File: src/rtl/alu_ctrl_issue.sv
// ID->EX issue stage: decodes ALUOp and operand-B select, registers the EX
// operands and control, and resolves branches from the ALU Zero/Sign flags.
module alu_ctrl_issue #(
    parameter int XLEN       = 64,
    parameter int REG_ADDR_W = 5
) (
    input  logic                  clk,
    input  logic                  reset,
    input  logic                  id_valid,
    input  logic [6:0]            id_opcode,
    input  logic [2:0]            id_funct3,
    input  logic                  id_funct7_5,
    input  logic [XLEN-1:0]       id_rs1_data,
    input  logic [XLEN-1:0]       id_rs2_data,
    input  logic [XLEN-1:0]       id_imm,
    input  logic [REG_ADDR_W-1:0] id_rd,
    input  logic                  stall,
    input  logic                  flush,
    input  logic                  alu_zero,
    input  logic                  alu_sign,
    output logic                  ex_valid,
    output logic [3:0]            ex_alu_op,
    output logic [XLEN-1:0]       ex_a,
    output logic [XLEN-1:0]       ex_b,
    output logic [XLEN-1:0]       ex_store_data,
    output logic [REG_ADDR_W-1:0] ex_rd,
    output logic                  ex_reg_write,
    output logic                  ex_mem_read,
    output logic                  ex_mem_write,
    output logic                  ex_branch_taken,
    output logic                  illegal_seen
);

    localparam logic [3:0] ALU_AND = 4'b0000;
    localparam logic [3:0] ALU_OR  = 4'b0001;
    localparam logic [3:0] ALU_ADD = 4'b0010;
    localparam logic [3:0] ALU_SUB = 4'b0110;
    localparam logic [3:0] ALU_SLL = 4'b1111;

    localparam logic [6:0] OPC_R      = 7'b0110011;
    localparam logic [6:0] OPC_I      = 7'b0010011;
    localparam logic [6:0] OPC_LOAD   = 7'b0000011;
    localparam logic [6:0] OPC_STORE  = 7'b0100011;
    localparam logic [6:0] OPC_BRANCH = 7'b1100011;

    typedef enum logic [1:0] {
        BR_EQ = 2'd0,
        BR_NE = 2'd1,
        BR_LT = 2'd2
    } brType_e;

    logic      decLegal;
    logic [3:0] decAluOp;
    logic      decUseImm;
    logic      decRegWrite;
    logic      decMemRead;
    logic      decMemWrite;
    logic      decBranch;
    brType_e   decBrType;

    logic                  ex_valid_q,      ex_valid_d;
    logic [3:0]            ex_alu_op_q,     ex_alu_op_d;
    logic [XLEN-1:0]       ex_a_q,          ex_a_d;
    logic [XLEN-1:0]       ex_b_q,          ex_b_d;
    logic [XLEN-1:0]       ex_store_data_q, ex_store_data_d;
    logic [REG_ADDR_W-1:0] ex_rd_q,         ex_rd_d;
    logic                  ex_reg_write_q,  ex_reg_write_d;
    logic                  ex_mem_read_q,   ex_mem_read_d;
    logic                  ex_mem_write_q,  ex_mem_write_d;
    logic                  ex_branch_q,     ex_branch_d;
    brType_e               ex_br_type_q,    ex_br_type_d;
    logic                  illegal_seen_q,  illegal_seen_d;

    logic branchTaken;
    logic issueOk;

    always_comb begin
        decLegal    = 1'b0;
        decAluOp    = ALU_ADD;
        decUseImm   = 1'b0;
        decRegWrite = 1'b0;
        decMemRead  = 1'b0;
        decMemWrite = 1'b0;
        decBranch   = 1'b0;
        decBrType   = BR_EQ;
        case (id_opcode)
            OPC_R: begin
                decRegWrite = 1'b1;
                case (id_funct3)
                    3'b000: begin
                        decLegal = 1'b1;
                        decAluOp = id_funct7_5 ? ALU_SUB : ALU_ADD;
                    end
                    3'b111: begin
                        decLegal = 1'b1;
                        decAluOp = ALU_AND;
                    end
                    3'b110: begin
                        decLegal = 1'b1;
                        decAluOp = ALU_OR;
                    end
                    3'b001: begin
                        decLegal = ~id_funct7_5;
                        decAluOp = ALU_SLL;
                    end
                    default: decLegal = 1'b0;
                endcase
            end
            OPC_I: begin
                decRegWrite = 1'b1;
                decUseImm   = 1'b1;
                case (id_funct3)
                    3'b000: begin
                        decLegal = 1'b1;
                        decAluOp = ALU_ADD;
                    end
                    3'b111: begin
                        decLegal = 1'b1;
                        decAluOp = ALU_AND;
                    end
                    3'b110: begin
                        decLegal = 1'b1;
                        decAluOp = ALU_OR;
                    end
                    3'b001: begin
                        decLegal = 1'b1;
                        decAluOp = ALU_SLL;
                    end
                    default: decLegal = 1'b0;
                endcase
            end
            OPC_LOAD: begin
                decLegal    = (id_funct3 == 3'b011);
                decUseImm   = 1'b1;
                decMemRead  = 1'b1;
                decRegWrite = 1'b1;
            end
            OPC_STORE: begin
                decLegal    = (id_funct3 == 3'b011);
                decUseImm   = 1'b1;
                decMemWrite = 1'b1;
            end
            OPC_BRANCH: begin
                decAluOp  = ALU_SUB;
                decBranch = 1'b1;
                case (id_funct3)
                    3'b000: begin
                        decLegal  = 1'b1;
                        decBrType = BR_EQ;
                    end
                    3'b001: begin
                        decLegal  = 1'b1;
                        decBrType = BR_NE;
                    end
                    3'b100: begin
                        decLegal  = 1'b1;
                        decBrType = BR_LT;
                    end
                    default: decLegal = 1'b0;
                endcase
            end
            default: decLegal = 1'b0;
        endcase
    end

    // Branch outcome uses the live ALU flags, so it stays correct while stalled.
    always_comb begin
        branchTaken = 1'b0;
        if (ex_valid_q && ex_branch_q) begin
            case (ex_br_type_q)
                BR_EQ:   branchTaken = alu_zero;
                BR_NE:   branchTaken = ~alu_zero;
                BR_LT:   branchTaken = alu_sign;
                default: branchTaken = 1'b0;
            endcase
        end
    end

    assign issueOk = id_valid & decLegal & ~branchTaken;

    always_comb begin
        ex_valid_d      = ex_valid_q;
        ex_alu_op_d     = ex_alu_op_q;
        ex_a_d          = ex_a_q;
        ex_b_d          = ex_b_q;
        ex_store_data_d = ex_store_data_q;
        ex_rd_d         = ex_rd_q;
        ex_reg_write_d  = ex_reg_write_q;
        ex_mem_read_d   = ex_mem_read_q;
        ex_mem_write_d  = ex_mem_write_q;
        ex_branch_d     = ex_branch_q;
        ex_br_type_d    = ex_br_type_q;
        illegal_seen_d  = illegal_seen_q;
        if (flush) begin
            ex_valid_d     = 1'b0;
            ex_reg_write_d = 1'b0;
            ex_mem_read_d  = 1'b0;
            ex_mem_write_d = 1'b0;
            ex_branch_d    = 1'b0;
        end else if (!stall) begin
            ex_valid_d      = issueOk;
            ex_alu_op_d     = decAluOp;
            ex_a_d          = id_rs1_data;
            ex_b_d          = decUseImm ? id_imm : id_rs2_data;
            ex_store_data_d = id_rs2_data;
            ex_rd_d         = id_rd;
            ex_reg_write_d  = issueOk & decRegWrite;
            ex_mem_read_d   = issueOk & decMemRead;
            ex_mem_write_d  = issueOk & decMemWrite;
            ex_branch_d     = issueOk & decBranch;
            ex_br_type_d    = decBrType;
            if (id_valid && !decLegal && !branchTaken) begin
                illegal_seen_d = 1'b1;
            end
        end
    end

    always_ff @(posedge clk or posedge reset) begin
        if (reset) begin
            ex_valid_q      <= 1'b0;
            ex_alu_op_q     <= 4'b0000;
            ex_a_q          <= '0;
            ex_b_q          <= '0;
            ex_store_data_q <= '0;
            ex_rd_q         <= '0;
            ex_reg_write_q  <= 1'b0;
            ex_mem_read_q   <= 1'b0;
            ex_mem_write_q  <= 1'b0;
            ex_branch_q     <= 1'b0;
            ex_br_type_q    <= BR_EQ;
            illegal_seen_q  <= 1'b0;
        end else begin
            ex_valid_q      <= ex_valid_d;
            ex_alu_op_q     <= ex_alu_op_d;
            ex_a_q          <= ex_a_d;
            ex_b_q          <= ex_b_d;
            ex_store_data_q <= ex_store_data_d;
            ex_rd_q         <= ex_rd_d;
            ex_reg_write_q  <= ex_reg_write_d;
            ex_mem_read_q   <= ex_mem_read_d;
            ex_mem_write_q  <= ex_mem_write_d;
            ex_branch_q     <= ex_branch_d;
            ex_br_type_q    <= ex_br_type_d;
            illegal_seen_q  <= illegal_seen_d;
        end
    end

    assign ex_valid        = ex_valid_q;
    assign ex_alu_op       = ex_alu_op_q;
    assign ex_a            = ex_a_q;
    assign ex_b            = ex_b_q;
    assign ex_store_data   = ex_store_data_q;
    assign ex_rd           = ex_rd_q;
    assign ex_reg_write    = ex_reg_write_q;
    assign ex_mem_read     = ex_mem_read_q;
    assign ex_mem_write    = ex_mem_write_q;
    assign ex_branch_taken = branchTaken;
    assign illegal_seen    = illegal_seen_q;

endmodule
File: config.mk
export PLATFORM = sky130hd
export DESIGN_NAME = alu_ctrl_issue
export DESIGN_NICKNAME = d
export VERILOG_FILES = /design/src/rtl/alu_ctrl_issue.sv
export SDC_FILE = /design/constraint.sdc
export NUM_CORES = 1
export LEC_CHECK = 0
export ABC_AREA = 1
export BUFFER_PORTS_ARGS = -buffer_cell sky130_fd_sc_hd__buf_2
export CAP_MARGIN = 20
export CORE_ASPECT_RATIO = 0.75
export CORE_MARGIN = 10
export CORE_UTILIZATION = 40
export CTS_CLUSTER_DIAMETER = 200
export DETAILED_ROUTE_END_ITERATION = 8
export PLACE_DENSITY = 0.71
export SYNTH_ARGS = -nofsm -noshare
export SYNTH_HDL_FRONTEND = slang
export SYNTH_SLANG_ARGS = --single-unit
File: constraint.sdc
create_clock -name clk -period 14.85 [get_ports clk]
set_clock_uncertainty 0.05 [all_clocks]
set_input_delay 0.7425 -clock clk [delete_from_list [all_inputs] [get_ports clk]]
set_output_delay 0.7425 -clock clk [all_outputs]
set_load 0.05 [all_outputs]
* After elaboration in Yosys (flattened, before gate mapping)
Index checks and enable logic that the tools add are counted.
Word-level totals: logic and storage cells 79, register bits 209, output and inout port bits 207, input port bits 215
Cells by class: muxes and demuxes 28, bitwise operators 11, eq/ne operators 13, reduce and logical (&&, ||, !) cells 15
Operators by type and width (count):
- $mux 64 | 1
- $pmux 4 s3 | 2
- $mux 1 | 18
- $pmux 4 s4 | 1
- $eq 7x6->1 const B | 2
- $reduce_or 3->1 | 4
- $eq 3x3->1 const B | 3
- $eq 7x2->1 const B | 1
- $eq 7x5->1 const B | 1
- $eq 7x7->1 const B | 1
- $and 1x1->1 | 6
- $not 1->1 | 5
- $pmux 1 s4 | 1
- $pmux 2 s2 | 1
- $reduce_or 4->1 | 1
- $eq 3x1->1 const B | 1
- $eq 3x2->1 const B | 1
- $logic_and 1x1->1 | 3
- $logic_not 3->1 | 1
- $mux 3 | 1
- $pmux 1 s3 | 1
- $reduce_and 3->1 | 1
- $eq 2x1->1 const B | 1
- $eq 2x2->1 const B | 1
- 7 further kinds | 8

* Depth between registers and ports, before layout
Gate-level depths: netlist (run 1).
word-level depth 9, mapped depth 10, mapped depth without buffers 10

* Worst setup path before layout (run 1)
No wires, ideal clock.
path type input -> output, from in alu_zero, to out ex_branch_taken, setup slack 12768 ps, buffers on the path 0, arrival 1289 ps, data required time 14057 ps, cell stages on the path 3, cells stage by stage o21ai_0 -> nand3_1 -> inv_1
Between the ends: cells in the longest elaborated chain, start to end 3
Ends and longest elaborated chain:
- from (decl) | line 19 | input logic alu_zero,
- $not 1->1 | line 172 | BR_NE: branchTaken = ~alu_zero;
- $pmux 1 s3 (*) | line 170 | case (ex_br_type_q)
- $mux 1 (*) | line 169 | if (ex_valid_q && ex_branch_q) begin
- to (decl) | line 30 | output logic ex_branch_taken,
Mark *: on every way between the ends. The rest lies on a longest branch, timed or not.

* Worst setup path in the final report (run 1)
from in id_opcode[1], to reg ex_b_q[38], in the netlist ex_b[38]
Between the ends: cells in the longest elaborated chain, start to end 4, elaborated cells between the ends (all ways) 6, classes of those cells eq/ne: 3; mux: 2; reduce/logical: 1
Ends and longest elaborated chain:
- from (decl) | line 10 | input logic [6:0] id_opcode,
- $eq 7x5->1, or another cell as far along | line 86 | case (id_opcode)
- $reduce_or 3->1 (no source line) (*)
- $mux 1 (*) | line 86
- $mux 64 (*) | line 204 | ex_b_d = decUseImm ? id_imm : id_rs2_data;
- to (signal assigned) | line 223 | ex_b_q <= '0;
- to (signal assigned) | line 236 | ex_b_q <= ex_b_d;
- to (decl) | line 64 | logic [XLEN-1:0] ex_b_q, ex_b_d;
Marks and branches as above. A chain may end at the register's enable or synchronous reset.

==> summary.txt, run 1 <==
Register bit count reported by yosys - 209
Largest fanout on the critical path - 65
Period utilization - 20.3%
Crit path capture type - register
Synth area leader - dfrtp_1
Ratio of cells with drive above 1 in the final layout - 32.3%
Achievable Freq - 331 MHz
Reg area - 5230 um2
# Max-Cap Violations - 0
Reg power frac - 40.1%
Initial antenna violation count - 4
DR DRC count - 0
Die X - 190 um
Crit path kind - input port to register
Register area share after synthesis - 60.5%
FF-to-FF setup slack - 13.61 ns
Die area - 28000 um2
Psw - 0.000631 W
Row count - 46
Ports - 422
Initial Util - 40.8%
Slew @ Worst Pin - 1.03 ns
Worst path buffer plus inverter count - 4
Mean routed wirelength per cell - 17.8 um
Final setup vio count - 0
Final Hold Fails - 0
Synth area leaders - dfrtp_1 60%, nand2_1 22%, a21oi_1 7.6%, nor2_1 3.3%, buf_6 1.7%
Cell Area, Synth - 8650 um2
Syn Nets - 1245
First-pass GRT wire length - 47400 um
Clock power frac - 31.9%
DRT Pass-1 Iters - 5
GRT Residual Overflow - 0
Crit start category - input port
Vias in the first global route - 8356
Worst EP required - 15.17 ns
Area Growth Syn to Fin - 33.4%
Combinational group share of total power - 28.0%
Clock Path Buffers - 3
Worst vdd ir - 79.4 uV
Slew HR - 31.0%
Layout fillers - 2004
Internal - 0.00105 W
Worst-Skew Late Latency - 0.49 ns
Min Tclk post-route - 3.02 ns
Post-Route Setup TNS - 0 ns
Number of gates resized after cts - 0
Cells after Synth - 1030
Crit path top cell by count - nand2_1
PortBufs - 421
DRT iter0 DRCs - 645
Syn Area/Cell - 8.40 um2
Vias/cell - 4.79
Fin. max-slew vios - 0
Chip height - 147 um
Hold/Removal Path Class - input port to asynchronous set/reset pin
Largest net degree at the start of global routing - 203
Global-route usage over all layers - 20.9%
Commonest non-fill, non-tap cell in the layout - nand2_1
WP data arrival - 3.34 ns
Via Count - 8267
ANT nets after route - 0
CP max stage delay - 1.04 ns
Num CTS Buffers - 22
Yosys warnings - 0
Critical path, cell by cell - buf_2 > nand2_1 > inv_2 > nand2_1 > nor2_4 > nand2_2 > buf_4 > clkinv_2 > nand2_1 > a21oi_1
CTS Hold Bufs - 0
CP delay by family, top - buffers and inverters
Count of different cell masters after synthesis - 21
Nets - 1637
Final WL - 30600 um
Tot Pwr - 0.00168 W
CORE AREA - 21200 um2
RSZ-0062 raised after global routing - no
Clock sinks - 209
Run status - finished clean
Clock slew at reported path FFs - 0.06 ns
Dpl hpwl - 22000 um
Pwr dens - 146 nW/um2
Lkg Pwr - 6.35 nW
Root Buffer - clkbuf_16
Top cell type's share of synthesized area - 60.5%
Postcts setup bufs - 0
CTS tree - done
Gpl congestion - 0.841
Htree depth - 1
CP max stage cell - clkinv_2
Net Sw Frac - 37.5%
Commonest cells after routing, fill and taps aside - 506 x nand2_1, 421 x buf_2, 209 x dfrtp_1, 131 x a21oi_1, 77 x nor2_1
Multi-input logic area - 2990 um2
power groups by stage:
stage / clock, W / combinational (W) / sequential [W]
final: 0.000536 / 0.000472 / 0.000676
after global routing: 0.000573 / 0.000502 / 0.000685
after CTS: 0.000549 / 0.000477 / 0.000675
after detailed placement: 0 / 0.000477 / 0.000684
after global placement: 0 / 0.000472 / 0.000682
after floorplan: 0 / 0.0000870 / 0.000928
synthesized netlist by cell type, drive strengths merged:
| master | number |
|---|---|
| a21oi | 131 |
| nand2 | 507 |
| nor2 | 79 |
| inv | 23 |
| o21bai | 1 |
| o21ai | 4 |
| buf | 37 |
| nor4 | 1 |
| dfrtp | 209 |
| nand3 | 15 |
| clkbuf | 20 |
| clkinv | 1 |
| nor3 | 1 |
| nand4 | 1 |
layout make-up:
| cell class | count | area share, % |
|---|---|---|
| Antenna cell | 3 | 0.0651 |
| Clock buffer | 32 | 5.54 |
| Clock inverter | 5 | 0.434 |
| Inverter | 24 | 0.900 |
| Multi-Input combinational cell | 740 | 25.9 |
| Sequential cell | 209 | 45.3 |
| Tap cell | 288 | 3.12 |
| Timing Repair Buffer | 425 | 18.6 |
worst paths after layout:
path / cells after the start / from / to
min in group clk: 3 / id_rs1_data[46] / ex_a[46]
setup / recovery: 10 / id_opcode[1] / ex_b[38]
setup reg to reg: 6 / ex_br_type_q[1] / ex_reg_write
hold / removal: 2 / reset / ex_a[9]
hold reg to reg: 2 / ex_store_data[26] / ex_store_data[26]
max in group asynchronous: 3 / reset / ex_store_data[42]
flip-flops by register name, indices dropped and copies added (netlist names):
name	count
ex_a	64
ex_b	64
ex_store_data	64
ex_rd	5
ex_alu_op	4
ex_br_type_q	2
ex_branch_q	1
ex_mem_read	1
ex_mem_write	1
ex_reg_write	1
ex_valid	1
illegal_seen	1
metal layers:
metal,global-route usage [%],wire [um],vias to the layer above
li1,-,-,3995
met1,24.4,12100,3875
met2,34.9,14700,349
met3,8.11,3180,46
met4,5.82,681,2
met5,0,18,-
logic make-up (layout without fill, tap and decap cells):
| group | Yosys count | after routing | synth area share (%) |
|---|---|---|---|
| AO/OA/AOI/OAI | 136 | 136 | 7.90 |
| buffers and inverters | 81 | 486 | 4.98 |
| flip-flops | 209 | 209 | 60.5 |
| other | 0 | 3 | 0 |
| AND/OR/NAND/NOR | 604 | 604 | 26.6 |
through the flow:
step	hold slack (ns)	util [%]	worst slack, ns	cells	area (um2)
final	0.339	54.5	11.83	1726	11500
after global routing	0.380	54.5	11.54	1726	11500
after CTS	0.364	54.4	11.88	1723	11500
after detailed placement	0.403	51.2	11.37	1686	10800
after global placement	0.398	51.2	11.43	1686	10800
after floorplan	0.399	-	8.35	1030	8650
Power figures use the tool's default switching activity.
==> inputs of run 2 (changes only) <==
--- a/config.mk
+++ b/config.mk
@@ -13,7 +13,7 @@
 export CORE_UTILIZATION = 40
 export CTS_CLUSTER_DIAMETER = 200
 export DETAILED_ROUTE_END_ITERATION = 8
-export PLACE_DENSITY = 0.71
+export PLACE_DENSITY = 0.74
 export SYNTH_ARGS = -nofsm -noshare
 export SYNTH_HDL_FRONTEND = slang
 export SYNTH_SLANG_ARGS = --single-unit
==> constraint.sdc (replaced) <==
create_clock -name clk -period 2.6 [get_ports clk]
set_clock_uncertainty 0.05 [all_clocks]
set_input_delay 0.13 -clock clk [delete_from_list [all_inputs] [get_ports clk]]
set_output_delay 0.13 -clock clk [all_outputs]
set_load 0.05 [all_outputs]
==> run 2 against run 1 <==
- register-to-register slack got worse by 13 ns
- hold slack got worse by 0.31 ns
- power rose to 6.1 times the previous value
- setup slack got worse by 12 ns
- wire length rose by 16%
==> summary.txt, run 2 (same netlist as run 1, synthesis figures left out) <==
Worst EP required - 2.99 ns (was 15.17 ns)
WP data arrival - 2.77 ns (was 3.34 ns)
M1 GR Usage - 26.8% (was 24.4%)
Largest fanout on the critical path - 85 (was 65)
Net Sw Frac - 36.5% (was 37.5%)
CP delay by family, top - buffers and inverters (unchanged)
Vias/cell - 4.97 (was 4.79)
Place WS - 0.884 ns (was 11.37 ns)
Final setup vio count - 0 (unchanged)
Achievable Freq - 421 MHz
Reg power frac - 37.5% (was 40.1%)
Row count - 46 (unchanged)
CTS tree - done (unchanged)
Crit path kind - input port to register (unchanged)
Multi-input logic area - 2990 um2 (unchanged)
Num CTS Buffers - 22 (unchanged)
Ports - 422 (unchanged)
Root Buffer - clkbuf_16 (unchanged)
Crit start category - input port (unchanged)
ANT nets after route - 0 (unchanged)
Worst vdd ir - 604 uV (was 79.4 uV)
GRT busiest layer - met2 (unchanged)
PortBufs - 421 (unchanged)
Slew HR - 31.0% (about the same)
DRT iter0 DRCs - 828 (was 645)
Slew @ Worst Pin - 1.03 ns (about the same)
GRT Residual Overflow - 0 (unchanged)
Internal - 0.00655 W (was 0.00105 W)
Final WL - 35500 um (was 30600 um)
Die area - 28000 um2 (unchanged)
Worst path buffer plus inverter count - 5 (was 4)
Commonest cells after routing, fill and taps aside - 506 x nand2_1, 421 x buf_2, 216 x dlygate4sd3_1, 209 x dfrtp_1, 131 x a21oi_1 (was 506 x nand2_1, 421 x buf_2, 209 x dfrtp_1, 131 x a21oi_1, 77 x nor2_1)
Hold/Removal Path Class - input port to register (was input port to asynchronous set/reset pin)
Dpl hpwl - 21500 um (was 22000 um)
Area Growth Syn to Fin - 60.5% (was 33.4%)
Worst-Skew Late Latency - 0.50 ns (was 0.49 ns)
Clock sinks - 209 (unchanged)
Fin. max-slew vios - 0 (unchanged)
Post-Route Setup TNS - 0 ns (unchanged)
Final Hold Fails - 0 (unchanged)
Initial antenna violation count - 5 (was 4)
Clock slew at reported path FFs - 0.06 ns (about the same)
Die X - 190 um (unchanged)
Lkg Pwr - 7.33 nW (was 6.35 nW)
CP max stage cell - dlygate4sd3_1 (was clkinv_2)
FF-to-FF setup slack - 0.78 ns (was 13.61 ns)
Crit path capture type - register (unchanged)
Run status - finished clean (unchanged)
Worst Slack Setup Final - 0.225 ns (was 11.83 ns)
Critical path, cell by cell - dlygate4sd3_1 > buf_2 > nor2_4 > inv_8 > nor2_1 > nand3_1 > dlygate4sd3_1 > nand3_1 > dlygate4sd3_1 (was buf_2 > nand2_1 > inv_2 > nand2_1 > nor2_4 > nand2_2 > buf_4 > clkinv_2 > nand2_1 > a21oi_1)
First-pass GRT wire length - 55300 um (was 47400 um)
Largest net degree at the start of global routing - 203 (unchanged)
DR DRC count - 0 (unchanged)
Chip height - 147 um (unchanged)
Global-route usage over all layers - 24.4% (was 20.9%)
Gpl congestion - 0.813 (was 0.841)
Ratio of cells with drive above 1 in the final layout - 28.5% (was 32.3%)
RSZ-0062 raised after global routing - no (unchanged)
CP max stage delay - 0.57 ns (was 1.04 ns)
Clock Path Buffers - 3 (unchanged)
Grt met3 use - 7.64% (was 8.11%)
Pwr dens - 743 nW/um2 (was 146 nW/um2)
# Max-Cap Violations - 0 (unchanged)
Period utilization - 91.3%
Via Count - 9696 (was 8267)
Reg area - 5230 um2 (unchanged)
Psw - 0.00376 W (was 0.000631 W)
Combinational group share of total power - 29.4% (was 28.0%)
Layout fillers - 1546 (was 2004)
DRT Pass-1 Iters - 5 (unchanged)
Crit path top cell by count - dlygate4sd3_1 (was nand2_1)
Mean routed wirelength per cell - 18.2 um (was 17.8 um)
Commonest non-fill, non-tap cell in the layout - nand2_1 (unchanged)
Global routing met2 resource utilization - 41.7% (was 34.9%)
Htree depth - 1 (unchanged)
Min Tclk post-route - 2.37 ns
Nets - 1857 (was 1637)
Clock power frac - 33.1% (was 31.9%)
CORE AREA - 21200 um2 (unchanged)
Vias in the first global route - 10200 (was 8356)
Initial Util - 40.8% (unchanged)
run 2: changes by cell type in the layout (fill, tap and decap cells not counted), sizes merged:
cell         delta
buf             +4
bufinv          +2
clkbuf          +1
clkinv          -1
clkinvlp        +1
diode           +2
dlygate4sd3   +216
inv             -1
run 2: path summary, 6_finish.rpt:
kind                                      start            to  cells after the start
worst min-delay path               id_opcode[4]  ex_alu_op[1]                      6
worst max-delay path                      flush  ex_alu_op[0]                      9
worst min register to register         ex_rd[2]      ex_rd[2]                      2
worst max register to register  ex_br_type_q[1]   ex_mem_read                      7
max in group asynchronous                 reset      ex_a[58]                      4
min in group asynchronous                 reset      ex_rd[4]                      4
run 2: power by group through the flow:
stage               sequential [W]  clock, W  combinational (W)
floorplan                  0.00530         0           0.000497
global placement           0.00389         0            0.00271
detailed placement         0.00389         0            0.00273
CTS                        0.00385   0.00347            0.00299
global route               0.00391   0.00359            0.00320
finish                     0.00387   0.00341            0.00303
run 2: final cells by class:
class,instances,share of cell area (%)
Sequential cell,209,37.7
Timing Repair Buffer,645,31.6
Multi-Input combinational cell,740,21.6
Clock buffer,33,4.92
Tap cell,288,2.60
Clock inverter,6,0.757
Inverter,24,0.739
Antenna cell,5,0.0902
run 2: worst reg2reg max path, delay by kind of cell, from the launching register on:
kind | cells | cell delay (ns)
buffers and inverters | 2 | 0.65
and+or+nand+nor | 4 | 0.39
DFF | 1 | 0.41
AOI/OAI and AO/OA | 1 | 0.19
run 2: metal layers:
metal / routed length (um) / up-vias
met3: 3350 / 123
met5: 0 / -
met2: 17400 / 567
met1: 12900 / 4559
met4: 1800 / 0
li1: - / 4447
run 2: stage by stage:
step                      total power (W)  instances  area (um2)  hold slack, ns  util [%]
after floorplan                   0.00580       1030        8650           0.197         -
after global placement            0.00659       1690       10900           0.278      51.5
after detailed placement          0.00663       1690       10900           0.283      51.5
after CTS                          0.0103       1945       13900         0.00281      65.5
after global routing               0.0107       1950       13900          0.0447      65.5
final                              0.0103       1950       13900          0.0282      65.5
run 2: what timing repair did:
| item | in CTS | in global routing |
|---|---|---|
| buffers inserted | 0 | 0 |
| resized for setup | 0 | 2 |
| endpoints found under the setup margin | 0 | 1 |
| hold buffers | 216 | 0 |
| endpoints found under the hold margin | 416 | 0 |
